## src/rtl/fetch_decode_unit_pkg.sv

```systemverilog
// Shared instruction-format definitions for the fetch/decode front end,
// the control FSM, the ALU and the trace monitor.
package fetch_decode_unit_pkg;

  localparam int INSTR_W = 32;
  localparam int OP_MSB  = 31;
  localparam int OP_LSB  = 28;
  localparam int RI_BIT  = 27;
  localparam int RD_MSB  = 26;
  localparam int RD_LSB  = 23;
  localparam int RS_MSB  = 22;
  localparam int RS_LSB  = 19;
  localparam int RT_MSB  = 18;
  localparam int RT_LSB  = 15;
  localparam int IMM_MSB = 14;
  localparam int IMM_W   = 16;

  // op_type encodings shared with the control FSM and ALU.
  typedef enum logic [3:0] {
    OP_ALU    = 4'h0,
    OP_LOAD   = 4'h1,
    OP_STORE  = 4'h2,
    OP_BRANCH = 4'h3,
    OP_JUMP   = 4'h4,
    OP_NOP    = 4'hF
  } op_type_e;

  typedef enum logic {
    FETCH_IDLE = 1'b0,
    FETCH_REQ  = 1'b1
  } fetch_state_e;

  typedef struct packed {
    logic [3:0]       op_type;
    logic             reg_imm;
    logic [3:0]       rd;
    logic [3:0]       rs;
    logic [3:0]       rt;
    logic [IMM_W-1:0] imm;
  } instr_fields_t;

  // Sign-extend the raw immediate field (bits IMM_MSB..0) to IMM_W bits.
  function automatic logic [IMM_W-1:0] sext_imm(input logic [IMM_MSB:0] raw);
    return {{(IMM_W-IMM_MSB-1){raw[IMM_MSB]}}, raw};
  endfunction

endpackage

```

## src/rtl/fetch_decode_unit_if.sv

```systemverilog
// Instruction-memory request/acknowledge bus.
interface fetch_decode_unit_if #(
  parameter int ADDR_W = 8
) ();
  logic              req;
  logic [ADDR_W-1:0] addr;
  logic              ack;
  logic [31:0]       rdata;

  modport master (output req, output addr, input ack, input rdata);
  modport slave  (input req, input addr, output ack, output rdata);
endinterface

```

## src/rtl/fetch_decode_unit_instr_field_decode.sv

```systemverilog
// Purely combinational split of an instruction word into its fields.
module instr_field_decode
  import fetch_decode_unit_pkg::*;
(
  input  logic [INSTR_W-1:0] ir,
  output instr_fields_t      fields
);

  // Field extraction; immediate is sign-extended from its top bit.
  always_comb begin
    fields.op_type = ir[OP_MSB:OP_LSB];
    fields.reg_imm = ir[RI_BIT];
    fields.rd      = ir[RD_MSB:RD_LSB];
    fields.rs      = ir[RS_MSB:RS_LSB];
    fields.rt      = ir[RT_MSB:RT_LSB];
    fields.imm     = sext_imm(ir[IMM_MSB:0]);
  end

endmodule

```

## src/rtl/fetch_decode_unit.sv

```systemverilog
// Instruction fetch with req/ack memory handshake, timeout abort, PC
// ownership (post-increment / branch load) and IR field decode.
module fetch_decode_unit
  import fetch_decode_unit_pkg::*;
#(
  parameter int ADDR_W  = 8,
  parameter int TIMEOUT = 15
) (
  input  logic                clk,
  input  logic                rst_n,
  input  logic                fetch_req,
  input  logic                pc_write,
  input  logic [ADDR_W-1:0]   pc_target,
  fetch_decode_unit_if.master imem,
  output logic                busy,
  output logic                instr_valid,
  output logic                fetch_err,
  output logic [ADDR_W-1:0]   pc_out,
  output logic [3:0]          op_type,
  output logic                reg_imm,
  output logic [3:0]          rd,
  output logic [3:0]          rs,
  output logic [3:0]          rt,
  output logic [IMM_W-1:0]    imm
);

  // Counter value on the last REQ cycle before the request is abandoned.
  localparam logic [7:0] TIMEOUT_LAST = 8'(TIMEOUT - 1);

  fetch_state_e      state_q, state_d;
  logic [ADDR_W-1:0] pc_q;
  logic [ADDR_W-1:0] pending_q;
  logic              pending_valid_q;
  logic [7:0]        cnt_q;
  logic [INSTR_W-1:0] ir_q;
  logic              instr_valid_q;
  logic              fetch_err_q;
  logic              accept;
  logic              load_ir;
  logic              abort;
  instr_fields_t     fields;

  // Next-state and per-cycle control strobes.
  always_comb begin
    // NOTE: every always_comb output gets a default first so no path
    // through the case can leave it unassigned and infer a latch.
    state_d = state_q;
    accept  = 1'b0;
    load_ir = 1'b0;
    abort   = 1'b0;
    unique case (state_q)
      FETCH_IDLE: begin
        if (fetch_req) begin
          accept  = 1'b1;
          state_d = FETCH_REQ;
        end
      end
      FETCH_REQ: begin
        // An ack on the final counted cycle still wins over the timeout.
        if (imem.ack) begin
          load_ir = 1'b1;
          state_d = FETCH_IDLE;
        end else if (cnt_q == TIMEOUT_LAST) begin
          abort   = 1'b1;
          state_d = FETCH_IDLE;
        end
      end
      default: state_d = FETCH_IDLE;
    endcase
  end

  // State register.
  always_ff @(posedge clk or negedge rst_n) begin
    // NOTE: sequential state uses non-blocking assignment so every
    // register samples the pre-edge values of its neighbours.
    if (!rst_n) state_q <= FETCH_IDLE;
    else        state_q <= state_d;
  end

  // PC, deferred branch target and timeout counter.
  always_ff @(posedge clk or negedge rst_n) begin
    if (!rst_n) begin
      pc_q            <= '0;
      pending_q       <= '0;
      pending_valid_q <= 1'b0;
      cnt_q           <= '0;
    end else if (state_q == FETCH_IDLE) begin
      cnt_q           <= '0;
      pending_valid_q <= 1'b0;
      if (pc_write) pc_q <= pc_target;
    end else if (load_ir || abort) begin
      // Request ends: apply the newest branch target, else increment on success.
      cnt_q           <= '0;
      pending_valid_q <= 1'b0;
      if (pc_write)             pc_q <= pc_target;
      else if (pending_valid_q) pc_q <= pending_q;
      else if (load_ir)         pc_q <= pc_q + 1'b1;
    end else begin
      // Request outstanding: PC frozen so imem_addr stays stable.
      cnt_q <= cnt_q + 8'd1;
      if (pc_write) begin
        pending_q       <= pc_target;
        pending_valid_q <= 1'b1;
      end
    end
  end

  // Instruction register, valid flag and timeout error pulse.
  always_ff @(posedge clk or negedge rst_n) begin
    if (!rst_n) begin
      ir_q          <= '0;
      instr_valid_q <= 1'b0;
      fetch_err_q   <= 1'b0;
    end else begin
      fetch_err_q <= abort;
      if (accept) instr_valid_q <= 1'b0;
      if (load_ir) begin
        ir_q          <= imem.rdata;
        instr_valid_q <= 1'b1;
      end
    end
  end

  instr_field_decode u_decode (
    .ir     (ir_q),
    .fields (fields)
  );

  assign imem.req    = (state_q == FETCH_REQ);
  assign imem.addr   = pc_q;
  assign busy        = (state_q == FETCH_REQ);
  assign instr_valid = instr_valid_q;
  assign fetch_err   = fetch_err_q;
  assign pc_out      = pc_q;
  assign op_type     = fields.op_type;
  assign reg_imm     = fields.reg_imm;
  assign rd          = fields.rd;
  assign rs          = fields.rs;
  assign rt          = fields.rt;
  assign imm         = fields.imm;

endmodule

```

## src/flat_wrapper.sv

```systemverilog
// flat-port wrapper written by rule: the top's interface ports become plain ports
module fetch_decode_unit_flat import fetch_decode_unit_pkg::*;
#(
  parameter int ADDR_W  = 8,
  parameter int TIMEOUT = 15
)
  (clk, rst_n, fetch_req, pc_write, pc_target, busy, instr_valid, fetch_err, pc_out, op_type, reg_imm, rd, rs, rt, imm, imem_req, imem_addr, imem_ack, imem_rdata);
  fetch_decode_unit_if #(.ADDR_W(ADDR_W)) imem_i ();
  input  logic clk;
  input  logic rst_n;
  input  logic fetch_req;
  input  logic pc_write;
  input  logic [ADDR_W-1:0] pc_target;
  output logic busy;
  output logic instr_valid;
  output logic fetch_err;
  output logic [ADDR_W-1:0] pc_out;
  output logic [3:0] op_type;
  output logic reg_imm;
  output logic [3:0] rd;
  output logic [3:0] rs;
  output logic [3:0] rt;
  output logic [IMM_W-1:0] imm;
  output wire logic [$bits(imem_i.req)-1:0] imem_req;
  output wire logic [$bits(imem_i.addr)-1:0] imem_addr;
  input wire logic [$bits(imem_i.ack)-1:0] imem_ack;
  input wire logic [$bits(imem_i.rdata)-1:0] imem_rdata;
  assign imem_req = imem_i.req;
  assign imem_addr = imem_i.addr;
  assign imem_i.ack = imem_ack;
  assign imem_i.rdata = imem_rdata;
  fetch_decode_unit #(.ADDR_W(ADDR_W), .TIMEOUT(TIMEOUT)) u_core (.clk(clk), .rst_n(rst_n), .fetch_req(fetch_req), .pc_write(pc_write), .pc_target(pc_target), .imem(imem_i), .busy(busy), .instr_valid(instr_valid), .fetch_err(fetch_err), .pc_out(pc_out), .op_type(op_type), .reg_imm(reg_imm), .rd(rd), .rs(rs), .rt(rt), .imm(imm));
endmodule
```

## config.mk

```make
export PLATFORM = sky130hd
export DESIGN_NAME = fetch_decode_unit_flat
export DESIGN_NICKNAME = d
export VERILOG_FILES = /design/src/rtl/fetch_decode_unit_pkg.sv /design/src/rtl/fetch_decode_unit_if.sv /design/src/rtl/fetch_decode_unit_instr_field_decode.sv /design/src/rtl/fetch_decode_unit.sv /design/src/flat_wrapper.sv
export SDC_FILE = /design/constraint.sdc
export NUM_CORES = 1
export LEC_CHECK = 0
export BUFFER_PORTS_ARGS = -buffer_cell sky130_fd_sc_hd__clkbuf_2
export CAP_MARGIN = 10
export CELL_PAD_IN_SITES_DETAIL_PLACEMENT = 1
export CELL_PAD_IN_SITES_GLOBAL_PLACEMENT = 2
export CORE_UTILIZATION = 33
export CTS_CLUSTER_DIAMETER = 60
export DETAILED_ROUTE_END_ITERATION = 7
export PLACE_DENSITY = 0.81
export SLEW_MARGIN = 0
export SYNTH_ARGS = -nofsm -noshare
export SYNTH_HDL_FRONTEND = slang
export SYNTH_SLANG_ARGS = --single-unit
export TNS_END_PERCENT = 50
```

## constraint.sdc

```tcl
create_clock -name clk -period 2.6 [get_ports clk]
set_input_delay 0.13 -clock clk [delete_from_list [all_inputs] [get_ports clk]]
set_output_delay 0.13 -clock clk [all_outputs]
set_load 0.05 [all_outputs]
```

==> flow_summary.ini, run 1 <==
[logic_synthesis]
synth.yosys.warnings = 0
mappedNetlistNets = 271
synth_ff_type = dfrtp_1
synth-compound-area-share = 0.0735
muxShareOfSynthArea = 0.183
yosys.area_share.xor_xnor = 0.0291
synthCells = 223
yosys-top-cells-area = dfrtp_1 (55%), mux2_2 (17%), a21oi_1 (2.8%), buf_4 (2.8%), nor2_1 (2.1%)
synth-seq-cells = 60
synth_adder_area_share = 0.0139
synth_top_family_by_area = multiplexers
post-synth-top-area-cell = dfrtp_1
syn_area_sq_um = 2710
ys_top_cells_by_count = dfrtp_1 (60), mux2_2 (40), a21oi_1 (15), nor2_1 (15), nand2_1 (11)
yosysUniqueCellTypes = 28
synthDominantCellAreaShare = 0.555
count_of_flip_flops_with_a_built_in_enable_after_synthesis = 0
post_synth_and_or_nand_nor_area_fraction = 0.0855
post-synth-top-count-cell = dfrtp_1
syn_avg_cell_area_sq_um = 12.1
ys_seq_area_frac = 0.555
asyncSetResetFlopFracSynth = 1.00

[global_routing]
pin_count_of_the_biggest_net_entering_global_routing = 34
global_route.usage.total = 0.161
grt_antenna_before_repair = 0
grt_pass1_wl_um = 10600
via_count_of_the_first_global_routing_pass = 2207
global_route.overflow_total = 0

[sta]
hold_viol = 0
final.period_utilization = 0.674
finalSetupViolCount = 0
worst-slew-pin-transition_ps = 812
clock-skew-final_ps = 6.30
tns_ps = 0
fmaxAchievable_ghz = 0.570
grt_setup_unrepaired = no
fin_crit_ps = 1750
timing.slew.headroom = 0.458
slew_viol_final = 0
worst_hold_slack_ps = 22.5

[die]
die_area_sq_um = 8570
core_area_sq_um = 7850
start_util = 0.345
placement_rows = 32
die_h_um = 92.6
io-pin-count = 98
floorplan.die.width_um = 92.6

[critical_path]
startpoint_type = register
critPathArrivalTime_ps = 1970
path_buf_inv = 0
path_class = reg2reg
crit_chain = nor4_2 -> a31o_4 -> and2_4 -> mux2_4
worstPathRequired_ps = 2820
cp_slowest_cell = dfrtp_1
critical-path-top-delay-family = simple AND/OR/NAND/NOR gates
max_stage_delay_ps = 410
crit_path_end_kind = register
worstPathMaxFanout = 17

[route]
antenna_left = 0
detailedRoute.firstPassIterationCount = 4
overall_routed_net_length_um = 6190
vias = 2001
dr.first_iter.drc_count = 77
drt_drc_violations_left = 0
vias_per_cell = 4.71
detail_route.wl_per_cell_um = 14.6

[layout]
sequential_cell_area_sq_um = 1500
area_growth_pct = 28.4
area_occupied_by_multi_input_gates_sq_um = 1040
fraction_of_layout_instances_using_a_drive_strength_above_1 = 0.498
number_of_nets_in_the_final_layout = 367
fillCellCount = 905
antenna_diode_instance_count = 0

[power_and_ir_drop]
power.net_switching_w = 0.00155
p_sw_frac = 0.423
combinationalPowerShare = 0.385
leakage_nw = 1.69
clkPwrFrac = 0.257
sequentialPowerShare = 0.358
power-per-cell-area_nw_per_um2 = 1050
vdd.ir_drop.worst_v = 0.000495
internal_power_of_the_cells_w = 0.00211

[outcome]
outcome = completed

[clock_tree]
htreeDepth = 3
clk_latency_ps = 330
clock_sinks = 60
cts_tree = yes
max-clock-path-buffers = 2
library_cell_used_as_clock_root_buffer = clkbuf_8
cts-buffers-inserted = 9
cts.clk_slew.worst_paths_ps = 70

[place]
io_buffer_count = 97
post-dp-hpwl_um = 4530
finalWeightedCongestion = 0.736

[min_path]
worstHoldPathType = in2reg

[flow_run]
drv.max_cap_violation_count = 0
cells in the final DEF (no fill, tap or decap), types with 4 or more instances in the layout:
cell type      count
dfrtp_1           60
nand3_1            6
dlygate4sd3_1      4
clkbuf_2          97
nor2_1            15
xnor2_1            4
o21ai_0            6
inv_1              9
xor2_1             5
mux2_2            40
clkbuf_8          11
nand2_1           11
a21oi_1           15
a31oi_1            5
worst paths after layout:
check | slack, ps | cells after the start | start | endpoint
hold reg to reg | 510 | 1 | u_core.pending_q[4] | u_core.pending_q[4]
max in group asynchronous | 1460 | 3 | rst_n | u_core.ir_q[31]
setup / recovery | 850 | 4 | u_core.cnt_q[6] | u_core.imem.addr[0]
min in group asynchronous | 420 | 2 | rst_n | u_core.cnt_q[4]
setup reg to reg | 850 | 4 | u_core.cnt_q[6] | u_core.imem.addr[0]
hold / removal | 20 | 2 | imem_rdata[16] | u_core.ir_q[16]
metal layers:
metal | global-route usage | up-vias | share of wire | wire, um
li1 | - | 951 | - | -
met1 | 0.191 | 957 | 0.43 | 2640
met3 | 0.0714 | 9 | 0.094 | 584
met4 | 0.0664 | 0 | 0.016 | 100
met2 | 0.252 | 84 | 0.46 | 2870
met5 | 0 | - | 0 | 0
flip-flops by register name, summed over array words and instances, names as in the netlist:
register                flops
u_core.ir_q                32
u_core.cnt_q                8
u_core.imem.addr            8
u_core.pending_q            8
u_core.busy                 1
u_core.fetch_err            1
u_core.instr_valid          1
u_core.pending_valid_q      1
power by group through the flow:
stage	clock, W	sequential [W]	combinational [W]
5_1_grt	0.00101	0.00134	0.00150
4_1_cts	0.000978	0.00131	0.00142
6_report	0.000941	0.00131	0.00141
3_3_place_gp	0	0.00131	0.00140
2_1_floorplan	0	0.00189	0.000550
3_5_place_dp	0	0.00133	0.00141
area by class of cell:
| class | count | area share |
|---|---|---|
| flip-flops and latches | 60 | 0.432 |
| multi-input cells | 135 | 0.300 |
| repair buffers | 104 | 0.158 |
| clock buffers | 11 | 0.0435 |
| well taps | 102 | 0.0367 |
| clock inverters | 4 | 0.0209 |
| inverters | 9 | 0.00972 |
per-stage QoR:
step           worst slack [ps]  instances  total power, W   util  instance area (sq um)
2_1_floorplan               812        223         0.00244      -                   2710
3_3_place_gp                877        406         0.00272  0.409                   3210
3_5_place_dp                842        406         0.00274  0.409                   3210
4_1_cts                     821        425         0.00371  0.443                   3480
5_1_grt                     699        425         0.00385  0.443                   3480
6_report                    847        425         0.00366  0.443                   3480
logic make-up (layout without fill, tap and decap cells):
| logic type | after synthesis | in the layout |
|---|---|---|
| DFF | 60 | 60 |
| muxes | 44 | 44 |
| xor gates and xnor gates | 9 | 9 |
| buffers and inverters | 28 | 128 |
| AOI/OAI and AO/OA | 33 | 33 |
| and+or+nand+nor | 46 | 46 |
| adders and majority gates | 3 | 3 |
timing repair:
action,CTS,global route
hold endpoints to repair,34,0
buffers inserted,0,0
hold buffers,4,0
resized for setup,0,0
Note: power is estimated with default switching activity, not from simulation.
==> run 2, diff against run 1 <==
--- a/config.mk
+++ b/config.mk
@@ -5,14 +5,15 @@
 export SDC_FILE = /design/constraint.sdc
 export NUM_CORES = 1
 export LEC_CHECK = 0
+export ABC_AREA = 1
 export BUFFER_PORTS_ARGS = -buffer_cell sky130_fd_sc_hd__clkbuf_2
 export CAP_MARGIN = 10
 export CELL_PAD_IN_SITES_DETAIL_PLACEMENT = 1
 export CELL_PAD_IN_SITES_GLOBAL_PLACEMENT = 2
-export CORE_UTILIZATION = 33
+export CORE_UTILIZATION = 27
 export CTS_CLUSTER_DIAMETER = 60
 export DETAILED_ROUTE_END_ITERATION = 7
-export PLACE_DENSITY = 0.81
+export PLACE_DENSITY = 0.75
 export SLEW_MARGIN = 0
 export SYNTH_ARGS = -nofsm -noshare
 export SYNTH_HDL_FRONTEND = slang
==> constraint.sdc (replaced) <==
create_clock -name clk -period 1.82 [get_ports clk]
set_input_delay 0.091 -clock clk [delete_from_list [all_inputs] [get_ports clk]]
set_output_delay 0.091 -clock clk [all_outputs]
set_load 0.05 [all_outputs]
==> flow_summary.ini, run 2 <==
[clock_tree]
library_cell_used_as_clock_root_buffer = clkbuf_8
cts_tree = yes
cts.clk_slew.worst_paths_ps = 70
cts-buffers-inserted = 9
clk_latency_ps = 340
clock_sinks = 60
htreeDepth = 3
max-clock-path-buffers = 2

[flow_run]
drv.max_cap_violation_count = 0

[power_and_ir_drop]
power-per-cell-area_nw_per_um2 = 1970
sequentialPowerShare = 0.302
vdd.ir_drop.worst_v = 0.000737
internal_power_of_the_cells_w = 0.00358
combinationalPowerShare = 0.537
p_sw_frac = 0.541
clkPwrFrac = 0.161
leakage_nw = 2.17
power.net_switching_w = 0.00422

[logic_synthesis]
ys_seq_area_frac = 0.532
post-synth-top-count-cell = nand2_1
yosysUniqueCellTypes = 30
mappedNetlistNets = 401
synthDominantCellAreaShare = 0.532
asyncSetResetFlopFracSynth = 1.00
synthCells = 353
synth_ff_type = dfrtp_1
synth.yosys.warnings = 0
post-synth-top-area-cell = dfrtp_1
syn_avg_cell_area_sq_um = 7.99
count_of_flip_flops_with_a_built_in_enable_after_synthesis = 0
yosys-top-cells-area = dfrtp_1 (53%), nand2_1 (20%), nor2_1 (5.1%), nand3_1 (3.9%), buf_4 (2.7%)
syn_area_sq_um = 2820
synth-seq-cells = 60
ys_top_cells_by_count = nand2_1 (149), dfrtp_1 (60), nor2_1 (38)

[critical_path]
path_class = reg2reg
regToRegSetupSlack_ps = 180
reg2regPathDepth = 10
crit_path_end_kind = register
worstPathMaxFanout = 5
startpoint_type = register
worstReg2RegEnd = u_core.pending_q[7]
critPathArrivalTime_ps = 1900
worstPathRequired_ps = 2090
r2r_start = u_core.cnt_q[0]

[layout]
fillCellCount = 1236
number_of_nets_in_the_final_layout = 530
antenna_diode_instance_count = 0
largest_register_ffs = 32
fraction_of_layout_instances_using_a_drive_strength_above_1 = 0.269
area_growth_pct = 40.2
layout_commonest_cell = nand2_1
layout_common_cells = nand2_1 (149), clkbuf_2 (97), dfrtp_1 (60), nor2_1 (38), dlygate4sd3_1 (33)
largest_register_by_flop_count = u_core.ir_q

[route]
detailedRoute.firstPassIterationCount = 4
antenna_left = 0
vias = 2718
overall_routed_net_length_um = 8520
drt_drc_violations_left = 0
detail_route.wl_per_cell_um = 13.7
dr.first_iter.drc_count = 100
vias_per_cell = 4.38

[global_routing]
global_route.usage.total = 0.169
globalRoute.busiestLayer = met2
grt_pass1_wl_um = 14600
grt_util_met1 = 0.208
grt.met3_usage = 0.0501
global_route.overflow_total = 0
pin_count_of_the_biggest_net_entering_global_routing = 61
via_count_of_the_first_global_routing_pass = 2892
use_met2 = 0.284
grt_antenna_before_repair = 0

[place]
post-dp-hpwl_um = 5520
io_buffer_count = 97
preCtsSetupSlack_ps = 47.7
finalWeightedCongestion = 0.722

[die]
io-pin-count = 98
die_area_sq_um = 10900
start_util = 0.283
die_h_um = 104
floorplan.die.width_um = 104
placement_rows = 36
core_area_sq_um = 9950

[sta]
fin_crit_ps = 1640
clock-skew-final_ps = 10.6
finalSetupViolCount = 0
hold_viol = 0
grt_setup_unrepaired = no
fmaxAchievable_ghz = 0.611
timing.final.ws_setup_ps = 183
tns_ps = 0
final.period_utilization = 0.900
timing.slew.headroom = 0.711
worst-slew-pin-transition_ps = 433
slew_viol_final = 0
worst_hold_slack_ps = 10.4

[min_path]
hold_path_depth = 3
worstHoldPathType = in2reg
worst_hold_startpoint = pc_target[0]
whs_endpoint = u_core.pending_q[0]

[outcome]
outcome = completed
==> run 2: changes by cell type after synthesis, sizes merged, moves of 4 or more <==
| cell | previous run | this run |
|---|---|---|
| o21ai | 6 | 14 |
| nor2 | 15 | 41 |
| a31oi | 5 | 0 |
| nand2 | 11 | 153 |
| mux2 | 41 | 0 |
| nand3 | 6 | 22 |
| xor2 | 5 | 1 |
| a21oi | 15 | 5 |
| inv | 9 | 22 |
==> run 2: timing repair <==
| action | in CTS | in global routing |
|---|---|---|
| endpoints found under the setup margin | 0 | 12 |
| setup buffers | 0 | 4 |
| resized for setup | 0 | 1 |
| endpoints found under the hold margin | 92 | 0 |
| hold buffers | 33 | 0 |
==> run 2: worst max path at each step <==
stage | start | endpoint | cells past startpoint
2_1_floorplan | u_core.imem.addr[1] | u_core.imem.addr[6] | 8
3_3_place_gp | u_core.cnt_q[0] | u_core.pending_q[7] | 10
3_5_place_dp | u_core.cnt_q[0] | u_core.pending_q[7] | 10
4_1_cts | u_core.cnt_q[0] | u_core.pending_q[7] | 10
5_1_grt | u_core.cnt_q[0] | u_core.busy | 9
6_report | u_core.cnt_q[0] | u_core.pending_q[7] | 10
==> run 2: per-layer routing <==
| metal | up-vias | wire (um) |
|---|---|---|
| met2 | 75 | 4110 |
| li1 | 1341 | - |
| met1 | 1292 | 3850 |
| met5 | - | 0 |
| met4 | 0 | 108 |
| met3 | 10 | 453 |
==> run 2: area by class of cell <==
class | count | area [sq um] | share of cell area
clock buffers | 12 | 155 | 0.0392
clock inverters | 4 | 47.5 | 0.0120
multi-input cells | 252 | 1120 | 0.283
flip-flops and latches | 60 | 1500 | 0.380
repair buffers | 137 | 881 | 0.223
inverters | 22 | 82.6 | 0.0209
well taps | 133 | 166 | 0.0421
==> run 2: per-stage QoR <==
| step | instance area (sq um) | util | power [W] | std cells |
|---|---|---|---|---|
| final | 3960 | 0.397 | 0.00780 | 620 |
| after global routing | 3960 | 0.397 | 0.00834 | 620 |
| after CTS | 3910 | 0.393 | 0.00780 | 615 |
| after detailed placement | 3380 | 0.340 | 0.00645 | 566 |
| after global placement | 3380 | 0.340 | 0.00638 | 566 |
| after floorplan | 2820 | - | 0.00556 | 353 |
==> run 2: power by group through the flow <==
stage | Clock [W] | Combinational [W] | Sequential (W)
after floorplan | 0 | 0.00168 | 0.00388
after global placement | 0 | 0.00402 | 0.00236
after detailed placement | 0 | 0.00407 | 0.00238
after CTS | 0.00130 | 0.00413 | 0.00237
after global routing | 0.00135 | 0.00453 | 0.00247
final | 0.00125 | 0.00419 | 0.00236
==> run 2: kinds of logic (layout without fill, tap and decap cells) <==
| family | Yosys count | count (layout) | synth area share |
|---|---|---|---|
| adder cells (fa/ha/maj) | 3 | 3 | 0.0133 |
| flip-flops | 60 | 60 | 0.532 |
| AO/OA/AOI/OAI | 25 | 25 | 0.0546 |
| XOR/XNOR | 2 | 2 | 0.00621 |
| buffers and inverters | 42 | 175 | 0.0741 |
| AND/OR/NAND/NOR | 221 | 222 | 0.319 |
==> run 2: worst max-delay path, stage by stage, from the launching register on <==
cell      delay, ps
dfrtp_1         380
inv_1            50
ha_1            180
nand2_1          60
nor2_1           50
nand3b_1        150
nand2_1         140
nor2_4          220
buf_4           160
nand3_1          70
nand2_1          90
==> run 3, diff against run 2 <==
--- a/config.mk
+++ b/config.mk
@@ -13,7 +13,7 @@
 export CORE_UTILIZATION = 27
 export CTS_CLUSTER_DIAMETER = 60
 export DETAILED_ROUTE_END_ITERATION = 7
-export PLACE_DENSITY = 0.75
+export PLACE_DENSITY = 0.85
 export SLEW_MARGIN = 0
 export SYNTH_ARGS = -nofsm -noshare
 export SYNTH_HDL_FRONTEND = slang
==> flow_summary.ini, run 3 (synthesis results as in run 2) <==
[clock_tree]
clk_latency_ps = 340
cts_resized = 0
clock_sinks = 60
max-clock-path-buffers = 2
htreeDepth = 3
cts-buffers-inserted = 9
library_cell_used_as_clock_root_buffer = clkbuf_8
cts_tree = yes
cts.clk_slew.worst_paths_ps = 70
post_cts.repair.setup_buffers = 0

[route]
vias_per_cell = 4.41
dr.first_iter.drc_count = 116
detail_route.wl_per_cell_um = 13.4
detailedRoute.firstPassIterationCount = 4
antenna_left = 0
vias = 2740
drt_drc_violations_left = 0
overall_routed_net_length_um = 8320

[sta]
fin_crit_ps = 1650
tns_ps = 0
fmaxAchievable_ghz = 0.605
hold_viol = 0
clock-skew-final_ps = 10.9
timing.slew.headroom = 0.537
finalSetupViolCount = 0
worst-slew-pin-transition_ps = 694
worst_hold_slack_ps = 22.8
final.period_utilization = 0.908
grt_setup_unrepaired = no
slew_viol_final = 0

[layout]
antenna_diode_instance_count = 0
fillCellCount = 1245
final_cell_area_sq_um = 3980
layout_commonest_cell = nand2_1
layout_common_cells = nand2_1 (149), clkbuf_2 (97), dfrtp_1 (60), nor2_1 (38), dlygate4sd3_1 (36)
largest_register_ffs = 32
final_cells = 622
number_of_nets_in_the_final_layout = 532
final_core_util = 0.400
fraction_of_layout_instances_using_a_drive_strength_above_1 = 0.268
area_growth_pct = 41.2
largest_register_by_flop_count = u_core.ir_q

[min_path]
worstHoldPathType = in2reg
whs_endpoint = u_core.pending_q[2]
worst_hold_startpoint = pc_target[2]
hold_path_depth = 3

[power_and_ir_drop]
sequentialPowerShare = 0.303
leakage_nw = 2.18
power.net_switching_w = 0.00423
clkPwrFrac = 0.172
internal_power_of_the_cells_w = 0.00362
vdd.ir_drop.worst_v = 0.000994
p_sw_frac = 0.539
power-per-cell-area_nw_per_um2 = 1970
combinationalPowerShare = 0.525

[place]
dpl.cell_count = 570
placed_area_sq_um = 3400
post-dp-hpwl_um = 5870
finalWeightedCongestion = 0.731
io_buffer_count = 97

[die]
io-pin-count = 98
placement_rows = 36
die_area_sq_um = 10900
floorplan.die.width_um = 104
start_util = 0.283
core_area_sq_um = 9950
die_h_um = 104

[critical_path]
worstReg2RegEnd = u_core.pending_q[4]
cp_slowest_cell = dfrtp_1
startpoint_type = register
critPathArrivalTime_ps = 1870
crit_chain = inv_1 -> ha_1 -> nand2_1 -> nor2_1 -> nand3b_1 -> nand2_1 -> nor2_4 -> nand2_2 -> nand2_1 -> nand2_1
worstPathMaxFanout = 10
regToRegSetupSlack_ps = 170
crit_top_cell = nand2_1
max_stage_delay_ps = 390
path_buf_inv = 1
crit_path_end_kind = register
worstPathRequired_ps = 2040
path_class = reg2reg
r2r_start = u_core.cnt_q[0]
reg2regPathDepth = 10
critical-path-top-delay-family = simple AND/OR/NAND/NOR gates

[global_routing]
grt_pass1_wl_um = 14300
via_count_of_the_first_global_routing_pass = 2960
global_route.overflow_total = 0
pin_count_of_the_biggest_net_entering_global_routing = 34
grt_antenna_before_repair = 0
global_route.usage.total = 0.165

[flow_run]
drv.max_cap_violation_count = 0

[outcome]
outcome = completed
==> run 3: changes by cell type in the layout (fill, tap and decap cells not counted) <==
cell / delta
dlygate4sd3_1: +3
clkbuf_8: -2
clkinv_4: +2
buf_12: -1
buf_4: +1
bufinv_16: +1
clkbuf_1: -1
clkinv_2: -1
inv_6: +1
nand2_2: +1
nand2_4: -1
nor2_2: -1
==> run 3: per-layer routing <==
| layer | global-route usage | wire length [um] | vias to the layer above |
|---|---|---|---|
| met5 | 0 | 0 | - |
| met4 | 0.0622 | 106 | 0 |
| li1 | - | - | 1349 |
| met1 | 0.200 | 3650 | 1287 |
| met2 | 0.281 | 4050 | 93 |
| met3 | 0.0420 | 508 | 11 |
==> run 3: power by group through the flow <==
stage	logic, W	registers, W	clock network (W)
2_1_floorplan	0.00168	0.00388	0
3_5_place_dp	0.00410	0.00239	0
5_1_grt	0.00444	0.00246	0.00144
4_1_cts	0.00416	0.00238	0.00139
6_report	0.00412	0.00237	0.00135
3_3_place_gp	0.00404	0.00235	0
==> run 3: what timing repair did <==
action,CTS,global route
setup endpoints to repair,0,0
hold buffers,36,0
hold endpoints to repair,57,0
==> run 3: area by class of cell <==
| type | count | area (sq um) | area share |
|---|---|---|---|
| Sequential cell | 60 | 1500 | 0.377 |
| Tap cell | 133 | 166 | 0.0418 |
| Clock buffer | 9 | 124 | 0.0311 |
| Inverter | 22 | 82.6 | 0.0207 |
| Clock inverter | 7 | 98.8 | 0.0248 |
| Timing Repair Buffer | 140 | 898 | 0.226 |
| Multi-Input combinational cell | 251 | 1110 | 0.279 |
==> run 3: worst max path at each step <==
stage	start	endpoint	slack (ps)	depth (start not counted)
final	u_core.cnt_q[0]	u_core.pending_q[4]	170	10
after global routing	u_core.cnt_q[0]	u_core.pending_q[7]	30	10
after CTS	u_core.cnt_q[0]	u_core.pending_q[4]	130	10
after detailed placement	u_core.cnt_q[0]	u_core.pending_q[0]	150	10
after global placement	u_core.cnt_q[0]	u_core.pending_q[7]	270	10
after floorplan	u_core.imem.addr[1]	u_core.imem.addr[6]	200	8
==> run 3: per-stage QoR <==
step	power [W]	worst slack [ps]
3_5_place_dp	0.00649	152
2_1_floorplan	0.00556	200
5_1_grt	0.00834	27.5
4_1_cts	0.00793	132
6_report	0.00784	167
3_3_place_gp	0.00639	265
==> run 3: worst reg2reg max path, cell delays in order (launching register included) <==
cell      delay [ps]
dfrtp_1          390
inv_1             60
ha_1             190
nand2_1           60
nor2_1            40
nand3b_1         140
nand2_1          110
nor2_4           210
nand2_2          180
nand2_1          100
nand2_1           50
